[src/rtl/fft_pkg.sv]
// Shared types, default widths and a reference shift/round/clamp helper
// for the FFT output stage.
package fft_pkg;

  localparam int unsigned FFT_LOG2N   = 9;
  localparam int unsigned FFT_IN_W    = 33;
  localparam int unsigned FFT_OUT_W   = 16;
  localparam int unsigned FFT_NCH     = 2;
  localparam int unsigned FFT_SHIFT_W = 4;

  typedef enum logic {
    HUNT = 1'b0,
    RUN  = 1'b1
  } fft_state_t;

  typedef struct packed {
    logic signed [63:0] val;
    logic               sat;
  } sat_res_t;

  // Arithmetic shift, round-half-up by in_w-out_w bits, clamp to out_w signed.
  function automatic sat_res_t sat_round(input logic signed [63:0] x,
                                         input int unsigned sh,
                                         input int unsigned in_w,
                                         input int unsigned out_w);
    logic signed [63:0] s;
    logic signed [63:0] r;
    logic signed [63:0] hi;
    logic signed [63:0] lo;
    int unsigned        d;
    sat_res_t           res;
    d       = in_w - out_w;
    s       = x >>> sh;
    r       = (s + (64'sd1 <<< (d - 1))) >>> d;
    hi      = (64'sd1 <<< (out_w - 1)) - 64'sd1;
    lo      = -hi - 64'sd1;
    res.val = r;
    res.sat = 1'b0;
    if (r > hi) begin
      res.val = hi;
      res.sat = 1'b1;
    end else if (r < lo) begin
      res.val = lo;
      res.sat = 1'b1;
    end
    return res;
  endfunction

endpackage

[src/rtl/fft_requant.sv]
// One signed component: stage 1 shifts and rounds, stage 2 saturates.
// o_sat_c flags, from the stage-1 register, that the stage-2 clamp is active.
module fft_requant
  import fft_pkg::*;
#(
  parameter int unsigned IN_W    = FFT_IN_W,
  parameter int unsigned OUT_W   = FFT_OUT_W,
  parameter int unsigned SHIFT_W = FFT_SHIFT_W
) (
  input  logic               clk,
  input  logic               rst,
  input  logic               i_en1,
  input  logic               i_en2,
  input  logic [IN_W-1:0]    i_x,
  input  logic [SHIFT_W-1:0] i_shift,
  output logic [OUT_W-1:0]   o_y,
  output logic               o_sat_c
);

  localparam int unsigned D = IN_W - OUT_W;
  localparam logic signed [IN_W:0] HALF = (IN_W+1)'(1) << (D - 1);
  localparam logic signed [IN_W:0] MAXV = ((IN_W+1)'(1) << (OUT_W - 1)) - (IN_W+1)'(1);
  localparam logic signed [IN_W:0] MINV = -MAXV - (IN_W+1)'(1);

  logic signed [IN_W-1:0] w_s;
  logic signed [IN_W:0]   w_ext;
  logic signed [IN_W:0]   w_sum;
  logic signed [IN_W:0]   w_rnd;
  logic signed [IN_W:0]   r_rnd;
  logic [OUT_W-1:0]       w_y;

  // One extra bit keeps the rounding add from wrapping at the top of range.
  always_comb begin
    w_s   = $signed(i_x) >>> i_shift;
    w_ext = {w_s[IN_W-1], w_s};
    w_sum = w_ext + HALF;
    w_rnd = w_sum >>> D;
  end

  always_comb begin
    w_y     = r_rnd[OUT_W-1:0];
    o_sat_c = 1'b0;
    if (r_rnd > MAXV) begin
      w_y     = MAXV[OUT_W-1:0];
      o_sat_c = 1'b1;
    end else if (r_rnd < MINV) begin
      w_y     = MINV[OUT_W-1:0];
      o_sat_c = 1'b1;
    end
  end

  always_ff @(posedge clk) begin
    if (rst) begin
      r_rnd <= '0;
      o_y   <= '0;
    end else begin
      if (i_en1) r_rnd <= w_rnd;
      if (i_en2) o_y   <= w_y;
    end
  end

endmodule

[src/rtl/fft_out_stage.sv]
// Post-FFT output stage: bin-index continuity FSM, per-component requantisation,
// frame markers, frame counter and per-channel frame saturation flags.
module fft_out_stage
  import fft_pkg::*;
#(
  parameter int unsigned NCH     = FFT_NCH,
  parameter int unsigned IN_W    = FFT_IN_W,
  parameter int unsigned OUT_W   = FFT_OUT_W,
  parameter int unsigned LOG2N   = FFT_LOG2N,
  parameter int unsigned SHIFT_W = FFT_SHIFT_W
) (
  input  logic                 clk,
  input  logic                 rst,
  input  logic [SHIFT_W-1:0]   shift,
  input  logic                 in_dv,
  input  logic [LOG2N-1:0]     in_index,
  input  logic [NCH*IN_W-1:0]  in_re,
  input  logic [NCH*IN_W-1:0]  in_im,
  output logic                 out_valid,
  output logic                 out_sof,
  output logic                 out_eof,
  output logic [LOG2N-1:0]     out_index,
  output logic [NCH*OUT_W-1:0] out_re,
  output logic [NCH*OUT_W-1:0] out_im,
  output logic [15:0]          frame_cnt,
  output logic [NCH-1:0]       sat_frame,
  output logic                 sync_err
);

  localparam logic [LOG2N-1:0] LAST_IDX = '1;

  fft_state_t         r_state, w_state_nxt;
  logic [LOG2N-1:0]   r_exp_idx, w_exp_nxt;
  logic [SHIFT_W-1:0] r_shift_q, w_shift_eff;
  logic               w_accept, w_err, w_sof, w_eof;
  logic               r_v1, r_sof1, r_eof1, r_err1;
  logic [LOG2N-1:0]   r_idx1;
  logic [NCH-1:0]     w_sat_re, w_sat_im, w_acc, r_sat_acc;

  always_ff @(posedge clk) begin
    if (rst) begin
      r_state   <= HUNT;
      r_exp_idx <= '0;
    end else begin
      r_state   <= w_state_nxt;
      r_exp_idx <= w_exp_nxt;
    end
  end

  // A mismatching bin 0 resynchronises in place; any other mismatch drops to HUNT.
  always_comb begin
    w_state_nxt = r_state;
    w_exp_nxt   = r_exp_idx;
    w_accept    = 1'b0;
    w_err       = 1'b0;
    case (r_state)
      HUNT: begin
        if (in_dv && in_index == '0) begin
          w_accept    = 1'b1;
          w_exp_nxt   = LOG2N'(1);
          w_state_nxt = RUN;
        end
      end
      RUN: begin
        if (in_dv) begin
          if (in_index == r_exp_idx) begin
            w_accept  = 1'b1;
            w_exp_nxt = r_exp_idx + LOG2N'(1);
          end else begin
            w_err = 1'b1;
            if (in_index == '0) begin
              w_accept  = 1'b1;
              w_exp_nxt = LOG2N'(1);
            end else begin
              w_state_nxt = HUNT;
            end
          end
        end
      end
      default: w_state_nxt = HUNT;
    endcase
  end

  assign w_sof       = w_accept && (in_index == '0);
  assign w_eof       = w_accept && (in_index == LAST_IDX);
  assign w_shift_eff = w_sof ? shift : r_shift_q;

  always_ff @(posedge clk) begin
    if (rst) begin
      r_shift_q <= '0;
      r_v1      <= 1'b0;
      r_sof1    <= 1'b0;
      r_eof1    <= 1'b0;
      r_err1    <= 1'b0;
      r_idx1    <= '0;
    end else begin
      if (w_sof) r_shift_q <= shift;
      r_v1   <= w_accept;
      r_sof1 <= w_sof;
      r_eof1 <= w_eof;
      r_err1 <= w_err;
      if (w_accept) r_idx1 <= in_index;
    end
  end

  for (genvar k = 0; k < NCH; k++) begin : g_ch
    fft_requant #(.IN_W(IN_W), .OUT_W(OUT_W), .SHIFT_W(SHIFT_W)) u_re (
      .clk(clk), .rst(rst), .i_en1(w_accept), .i_en2(r_v1),
      .i_x(in_re[k*IN_W +: IN_W]), .i_shift(w_shift_eff),
      .o_y(out_re[k*OUT_W +: OUT_W]), .o_sat_c(w_sat_re[k])
    );
    fft_requant #(.IN_W(IN_W), .OUT_W(OUT_W), .SHIFT_W(SHIFT_W)) u_im (
      .clk(clk), .rst(rst), .i_en1(w_accept), .i_en2(r_v1),
      .i_x(in_im[k*IN_W +: IN_W]), .i_shift(w_shift_eff),
      .o_y(out_im[k*OUT_W +: OUT_W]), .o_sat_c(w_sat_im[k])
    );
  end

  assign w_acc = (r_sof1 ? '0 : r_sat_acc) | w_sat_re | w_sat_im;

  // Output register stage; an aborted frame's saturation history is thrown away.
  always_ff @(posedge clk) begin
    if (rst) begin
      out_valid <= 1'b0;
      out_sof   <= 1'b0;
      out_eof   <= 1'b0;
      out_index <= '0;
      sync_err  <= 1'b0;
      sat_frame <= '0;
      frame_cnt <= '0;
      r_sat_acc <= '0;
    end else begin
      out_valid <= r_v1;
      out_sof   <= r_v1 && r_sof1;
      out_eof   <= r_v1 && r_eof1;
      sync_err  <= r_err1;
      sat_frame <= '0;
      if (r_v1) begin
        out_index <= r_idx1;
        if (r_eof1) begin
          sat_frame <= w_acc;
          r_sat_acc <= '0;
          frame_cnt <= frame_cnt + 16'd1;
        end else begin
          r_sat_acc <= w_acc;
        end
      end else if (r_err1) begin
        r_sat_acc <= '0;
      end
    end
  end

endmodule

[config.mk]
export PLATFORM = sky130hd
export DESIGN_NAME = fft_out_stage
export DESIGN_NICKNAME = d
export VERILOG_FILES = /design/src/rtl/fft_pkg.sv /design/src/rtl/fft_requant.sv /design/src/rtl/fft_out_stage.sv
export SDC_FILE = /design/constraint.sdc
export NUM_CORES = 1
export LEC_CHECK = 0
export BUFFER_PORTS_ARGS = -buffer_cell sky130_fd_sc_hd__buf_2
export CORE_ASPECT_RATIO = 0.6
export CORE_MARGIN = 2
export CORE_UTILIZATION = 45
export DETAILED_ROUTE_END_ITERATION = 7
export PLACE_DENSITY = 0.67
export SLEW_MARGIN = 15
export SYNTH_ARGS = -nofsm -noshare
export SYNTH_HDL_FRONTEND = slang
export SYNTH_HIERARCHICAL = 1
export SYNTH_SLANG_ARGS = --single-unit
[constraint.sdc]
create_clock -name clk -period 7.2 [get_ports clk]
set_input_delay 1.08 -clock clk [delete_from_list [all_inputs] [get_ports clk]]
set_output_delay 1.08 -clock clk [all_outputs]
set_load 0.05 [all_outputs]
# Word-level counts from Yosys, hierarchy flattened
# Index checks and enable logic that the tools add are counted.
[totals]
inputBits = 148
out_inout_bits = 95
word_cells = 98
regBits = 192
[classes]
n_bitwise = 6
n_eq_ne = 5
add_sub_neg = 6
n_reduce_logical = 11
n_lt_le_gt_ge = 8
n_mux = 34
shift = 4
[op_table]
columns = ["operator", "count"]
rows = [
  ["adder 33 x 18 -> 34 bit, second input constant", 4],
  [">>> shifter 33 x 4 -> 33 bit", 4],
  ["2-to-1 mux 16 bit", 8],
  ["greater-than comparator 17 x 16 -> 1 bit, second input constant", 4],
  ["less-than comparator 17 x 16 -> 1 bit, second input constant", 4],
  ["2-to-1 mux 9 bit", 4],
  ["case mux 9 bit (2 select lines)", 1],
  ["adder 16 x 1 -> 16 bit, second input constant", 1],
  ["2-to-1 mux 1 bit", 14],
  ["adder 9 x 1 -> 9 bit, second input constant", 1],
  ["== test 9 bit", 1],
  ["== test 9 bit, second input constant", 1],
  ["logical NOT 9 bit", 1],
  ["2-to-1 mux 2 bit", 4],
  ["OR reduction 3 bit", 2],
  ["logical AND 1 bit", 5],
  ["2-to-1 mux 4 bit", 1],
  ["inequality test 2 bit, second input constant", 2],
  ["inverter 1 bit", 4],
  ["OR 2 bit", 2],
  ["case mux 1 bit (2 select lines)", 2],
  ["inequality test 3 x 1 -> 1 bit, second input constant", 1],
  ["AND reduction 3 bit", 1],
  ["AND reduction 2 bit", 1],
  ["nonzero test 2 bit", 1],
]

# Longest topological paths before layout
[depth]
depth_word = 9
depth_mapped = 15
depth_no_buf = 13

# By module
# The synthesis kept the hierarchy.
[by_module_without_submodules]
columns = ["mod", "cells_per_inst", "instances", "area_per_inst_um2", "seq_area_each_um2"]
rows = [
  ["fft_requant", 296, 4, 2762.6, 660.6],
  ["fft_out_stage", 265, 1, 2438.6, 1201.2],
]

# Least setup slack after synthesis
# OpenSTA, ideal clock, no wires.
[synth_timing]
path_type = "input to register"
start = "input in_index[8]"
end = "register g_ch[0].u_im.r_rnd[15]"
cell_stages = 15
t_required_ps = 7121
path_buffers = 3
setup_ps = 79
slack_ps = 3043
arrival_time_ps = 4078
cell_sequence = "nor4_1 -> nand4b_1 -> mux2_2 -> buf_6 -> buf_12 -> buf_12 -> mux4_1 -> mux2i_1 -> a21oi_1 -> ha_1 -> o221a_2 -> nand4_4 -> nor4_2 -> xnor2_1 -> a211oi_2"
[synth_via]
elab_chain_len = 9
word_cells_on_any_way = 12
classes_between = "add/sub (1); eq/ne (1); shift (1); mux (6); reduce/logical (3)"
[synth_rtl]
columns = ["item", "line", "text"]
rows = [
  ["start: declaration", "fft_out_stage.sv:16", "input logic [LOG2N-1:0] in_index,"],
  ["logical NOT 9 bit", "fft_out_stage.sv:58, fft_out_stage.sv:71, fft_out_stage.sv:84", ""],
  ["2-to-1 mux 1 bit", "fft_out_stage.sv:71", "if (in_index == '0) begin"],
  ["2-to-1 mux 1 bit", "fft_out_stage.sv:66", "if (in_index == r_exp_idx) begin"],
  ["2-to-1 mux 1 bit", "fft_out_stage.sv:65", "if (in_dv) begin"],
  ["case mux 1 bit (2 select lines)", "fft_out_stage.sv:56", "case (r_state)"],
  ["logical AND 1 bit *", "fft_out_stage.sv:84", "assign w_sof = w_accept && (in_index == '0);"],
  ["2-to-1 mux 4 bit *", "--", ""],
  ["named net w_shift_eff[0]", "fft_out_stage.sv:34", "logic [SHIFT_W-1:0] r_shift_q, w_shift_eff;"],
  [">>> shifter 33 x 4 -> 33 bit *", "fft_requant.sv:34", "w_s = $signed(i_x) >>> i_shift;"],
  ["adder 33 x 18 -> 34 bit *", "fft_requant.sv:36", "w_sum = w_ext + HALF;"],
  ["end signal: assignment", "fft_requant.sv:57", "if (i_en1) r_rnd <= w_rnd;"],
  ["end: declaration", "fft_requant.sv:29", "logic signed [IN_W:0] r_rnd;"],
]
# Mark *: on every way through the listed nets, which the timed path passes. The rest lies on a longest branch.
# A chain may end at the register's enable or synchronous reset.

# Worst setup path in the final report
[layout_timing]
start = "input in_index[8]"
end = "register g_ch[1].u_im.r_rnd[13]"
[layout_via]
elab_chain_len = 9
word_cells_on_any_way = 12
classes_between = "add/sub (1); eq/ne (1); shift (1); mux (6); reduce/logical (3)"
[layout_rtl]
columns = ["item", "line"]
rows = [
  ["logical NOT 9 bit", "fft_out_stage.sv:58, fft_out_stage.sv:71, fft_out_stage.sv:84"],
  ["2-to-1 mux 1 bit", "fft_out_stage.sv:71"],
  ["2-to-1 mux 1 bit", "fft_out_stage.sv:66"],
  ["2-to-1 mux 1 bit", "fft_out_stage.sv:65"],
  ["case mux 1 bit (2 select lines)", "fft_out_stage.sv:56"],
  ["logical AND 1 bit *", "fft_out_stage.sv:84"],
  ["2-to-1 mux 4 bit *", "--"],
  ["named net w_shift_eff[0]", "fft_out_stage.sv:34"],
  [">>> shifter 33 x 4 -> 33 bit *", "fft_requant.sv:34"],
  ["adder 33 x 18 -> 34 bit *", "fft_requant.sv:36"],
  ["end signal: assignment", "fft_requant.sv:57"],
  ["end: declaration", "fft_requant.sv:29"],
]
# Marks and branches as above.

==> impl_metrics.tcl <==
set metrics [dict create \
    outcome "finished clean" \
    p_per_area_nw_per_um2 150 \
    syn_nets 1603 \
    cp_top_family "multiplexers" \
    drive_gt1_share_pct 20.4 \
    max_slew_margin_pct 28.5 \
    yosysMostFrequentCell "dfxtp_1" \
    worst_slew_pin_slew_ns 1.07 \
    post_drt_wl_per_cell_um 18.1 \
    grt.total_usage_pct 22.9 \
    synth_commonest_cells "dfxtp_1 (192), nor2_1 (180), nand2_1 (90)" \
    post-cts-setup-buffers 0 \
    grt_pass1_wl_um 58200 \
    cts_sinks 192 \
    drtAntennaViolNets 0 \
    worstSkewPairLatency_ns 0.46 \
    p_comb_share_pct 9.9 \
    syn-instance-count 1449 \
    postCtsHoldBufs 0 \
    die_w_um 228 \
    synthToLayoutAreaGrowth_pct 10.8 \
    fmax_mhz 195 \
    intPower_mw 1.65 \
    grt_max_degree 125 \
    num_vias 11774 \
    fin_cells 1973 \
    cts.path.max_buffers 2 \
    cp.required_ns 7.50 \
    hold_viol_final 0 \
    timing.setup.tns_ns 0 \
    end_kind "register" \
    multi_input_area_sq_um 8840 \
    p_clk_share_pct 42.7 \
    finClkSkew_ns 0.0168 \
    swShare_pct 26.4 \
    seq_area_sq_um 3850 \
    avgSynthCellArea_sq_um 9.31 \
    cap_violations 0 \
    grt-ovfl-total 0 \
    vdd_drop_max_mv 0.136 \
    hold_class "reg -> reg" \
    fillCellCount 2845 \
    cts_resized 0 \
    synth_ff_type "dfxtp_1" \
    cts_root_buf "clkbuf_16" \
    synth_area_sq_um 13500 \
    ys_seq_elements 192 \
    min_period_over_period_pct 71.3 \
    drc 0 \
    drt_pass1_iterations 5 \
    cts_tree "yes" \
    critPathMaxFanout 124 \
    seqPwrFrac_pct 47.3 \
    async_reset_ff_share_pct 0 \
    num_rows 49 \
    via_per_inst 5.97 \
    gp_congestion 0.901 \
    dp_cells 1936 \
    numCtsBuffers 17 \
    power_switching_mw 0.593 \
    synth.distinct_cells 70 \
    drt_iter0_markers 952 \
    worst-path-buf-inv 1 \
    worstPathArrival_ns 5.43 \
    period_minus_slack_ns 5.13 \
    die_area_sq_um 31400 \
    cpMaxStageDelayCell "mux2_8" \
    leakagePower_nw 5.21 \
    setup_viol 0 \
    yosysWarnings 6 \
    core_region_area_sq_um 29700 \
    io_buffer_count 178 \
    dp_hpwl_um 25600 \
    io_pins 243 \
    drv_slew 0 \
    die_y_um 138 \
    synth_area_leaders "dfxtp_1 (28%), mux4_1 (12%), nor2_1 (5.0%), mux2i_1 (4.9%), a311oi_1 (3.6%)" \
    first_global_vias 10848 \
    r2r_slack_ns 3.56 \
    crit_chain "buf_2 -> nor4_1 -> nand4b_1 -> mux2_8 -> mux4_1 -> mux2_2 -> nor2_1 -> a21oi_1 -> ha_1 -> o221a_2 -> nand4_4 -> nor3b_1 -> xnor2_1 -> a211oi_1" \
    yosysTopAreaCell "dfxtp_1" \
    start_util_pct 45.4 \
    synth_edf_count 0 \
    h-tree-depth 4 \
    final_nets 1701 \
    seq_area_frac_synth_pct 28.5 \
    rsz0062_at_grt "no" \
    antenna_found_initial 5 \
    path_class "in -> reg" \
    wirelength_um 35600 \
    synth_top_cell_area_share_pct 28.5 \
    cts.clk_slew.worst_paths_ns 0.07 \
    cp-start-kind "input pin" \
    cp_slowest_stage_delay_ns 1.00 \
]
-- metal layers --
layer  wire length (um)  GRT usage, %  up-vias
met5                  0             0        -
met4                573          6.47        0
met3               2010          4.87       26
met2              15400          33.4      312
met1              17600          34.1     5699
li1                   -             -     5737
-- final timing paths --
check,startpoint,to,cells past startpoint
worst max register to register,r_shift_q[1],g_ch[1].u_re/r_rnd[9],11
worst max-delay path,in_index[8],g_ch[1].u_im/r_rnd[13],14
worst min register to register,r_sof1,out_sof,1
worst min-delay path,r_sof1,out_sof,1
-- cells by family (layout without fill, tap and decap cells) --
family | count (synthesis) | in the layout | synth area share (%)
compound gates | 362 | 362 | 19.4
flops | 192 | 192 | 28.5
other cells | 0 | 5 | 0
mux | 170 | 170 | 21.4
buf+inv | 150 | 261 | 6.12
simple gates | 499 | 499 | 19.5
xor+xnor | 70 | 70 | 4.55
fa+ha+maj | 6 | 6 | 0.557
-- worst reg2reg max path, delay by kind of cell (launching register included) --
kind,cells,cell delay (ns)
buf+inv,1,0.47
xor+xnor,1,0.14
fa+ha+maj,1,0.24
mux,3,1.62
simple gates,2,0.24
compound gates,3,0.52
flops,1,0.31
-- stage by stage --
step | hold slack, ns | area [sq um] | worst slack [ns] | power (mW) | utilization, %
3_3_place_gp | 0.448 | 14300 | 1.81 | 1.30 | 48.2
4_1_cts | 0.458 | 14900 | 2.16 | 2.27 | 50.2
3_5_place_dp | 0.444 | 14300 | 1.70 | 1.31 | 48.2
5_1_grt | 0.479 | 14900 | 1.77 | 2.34 | 50.2
6_report | 0.455 | 14900 | 2.07 | 2.24 | 50.2
2_1_floorplan | 0.430 | 13500 | 3.04 | 1.23 | -
-- power groups by stage --
stage	Sequential (mW)	Clock (mW)	Combinational (mW)
floorplan	1.09	0	0.141
global placement	1.09	0	0.216
detailed placement	1.09	0	0.220
CTS	1.06	0.984	0.221
global route	1.06	1.03	0.242
finish	1.06	0.958	0.223
-- state kept, by name, summed over array words and instances, names as in the netlist, 2 cells and up --
| register | flops |
|---|---|
| frame_cnt | 16 |
| g_ch.u_im/o_y | 32 |
| g_ch.u_im/r_rnd | 34 |
| g_ch.u_re/o_y | 32 |
| g_ch.u_re/r_rnd | 34 |
| out_index | 9 |
| r_exp_idx | 9 |
| r_idx1 | 9 |
| r_sat_acc | 2 |
| r_shift_q | 4 |
| sat_frame | 2 |
-- layout by cell type (no fill, tap or decap), types with 17 or more instances in the layout --
cell	netlist	final
a21oi_1	56	56
o21ai_0	86	86
nor2_1	180	180
dfxtp_1	192	191
xor2_1	40	40
mux2i_1	66	66
nand3_1	21	21
buf_2	30	177
nor2b_1	19	19
a211oi_1	50	50
mux4_1	64	64
xnor2_1	30	30
clkbuf_16	0	17
nor3_1	32	32
inv_1	36	36
or3_1	17	17
nand2_1	90	90
nand2b_1	28	28
a311oi_1	56	56
mux2_2	32	30
-- final cells by class --
type | instances | area share, %
antenna | 5 | 0.0838
timing repair buffer | 188 | 6.51
tap | 408 | 3.42
clock inverter | 14 | 1.16
multi-input combinational | 1107 | 59.2
inverter | 41 | 1.05
clock buffer | 18 | 2.87
sequential | 192 | 25.8
No activity file was read; power rests on OpenSTA's default activity.
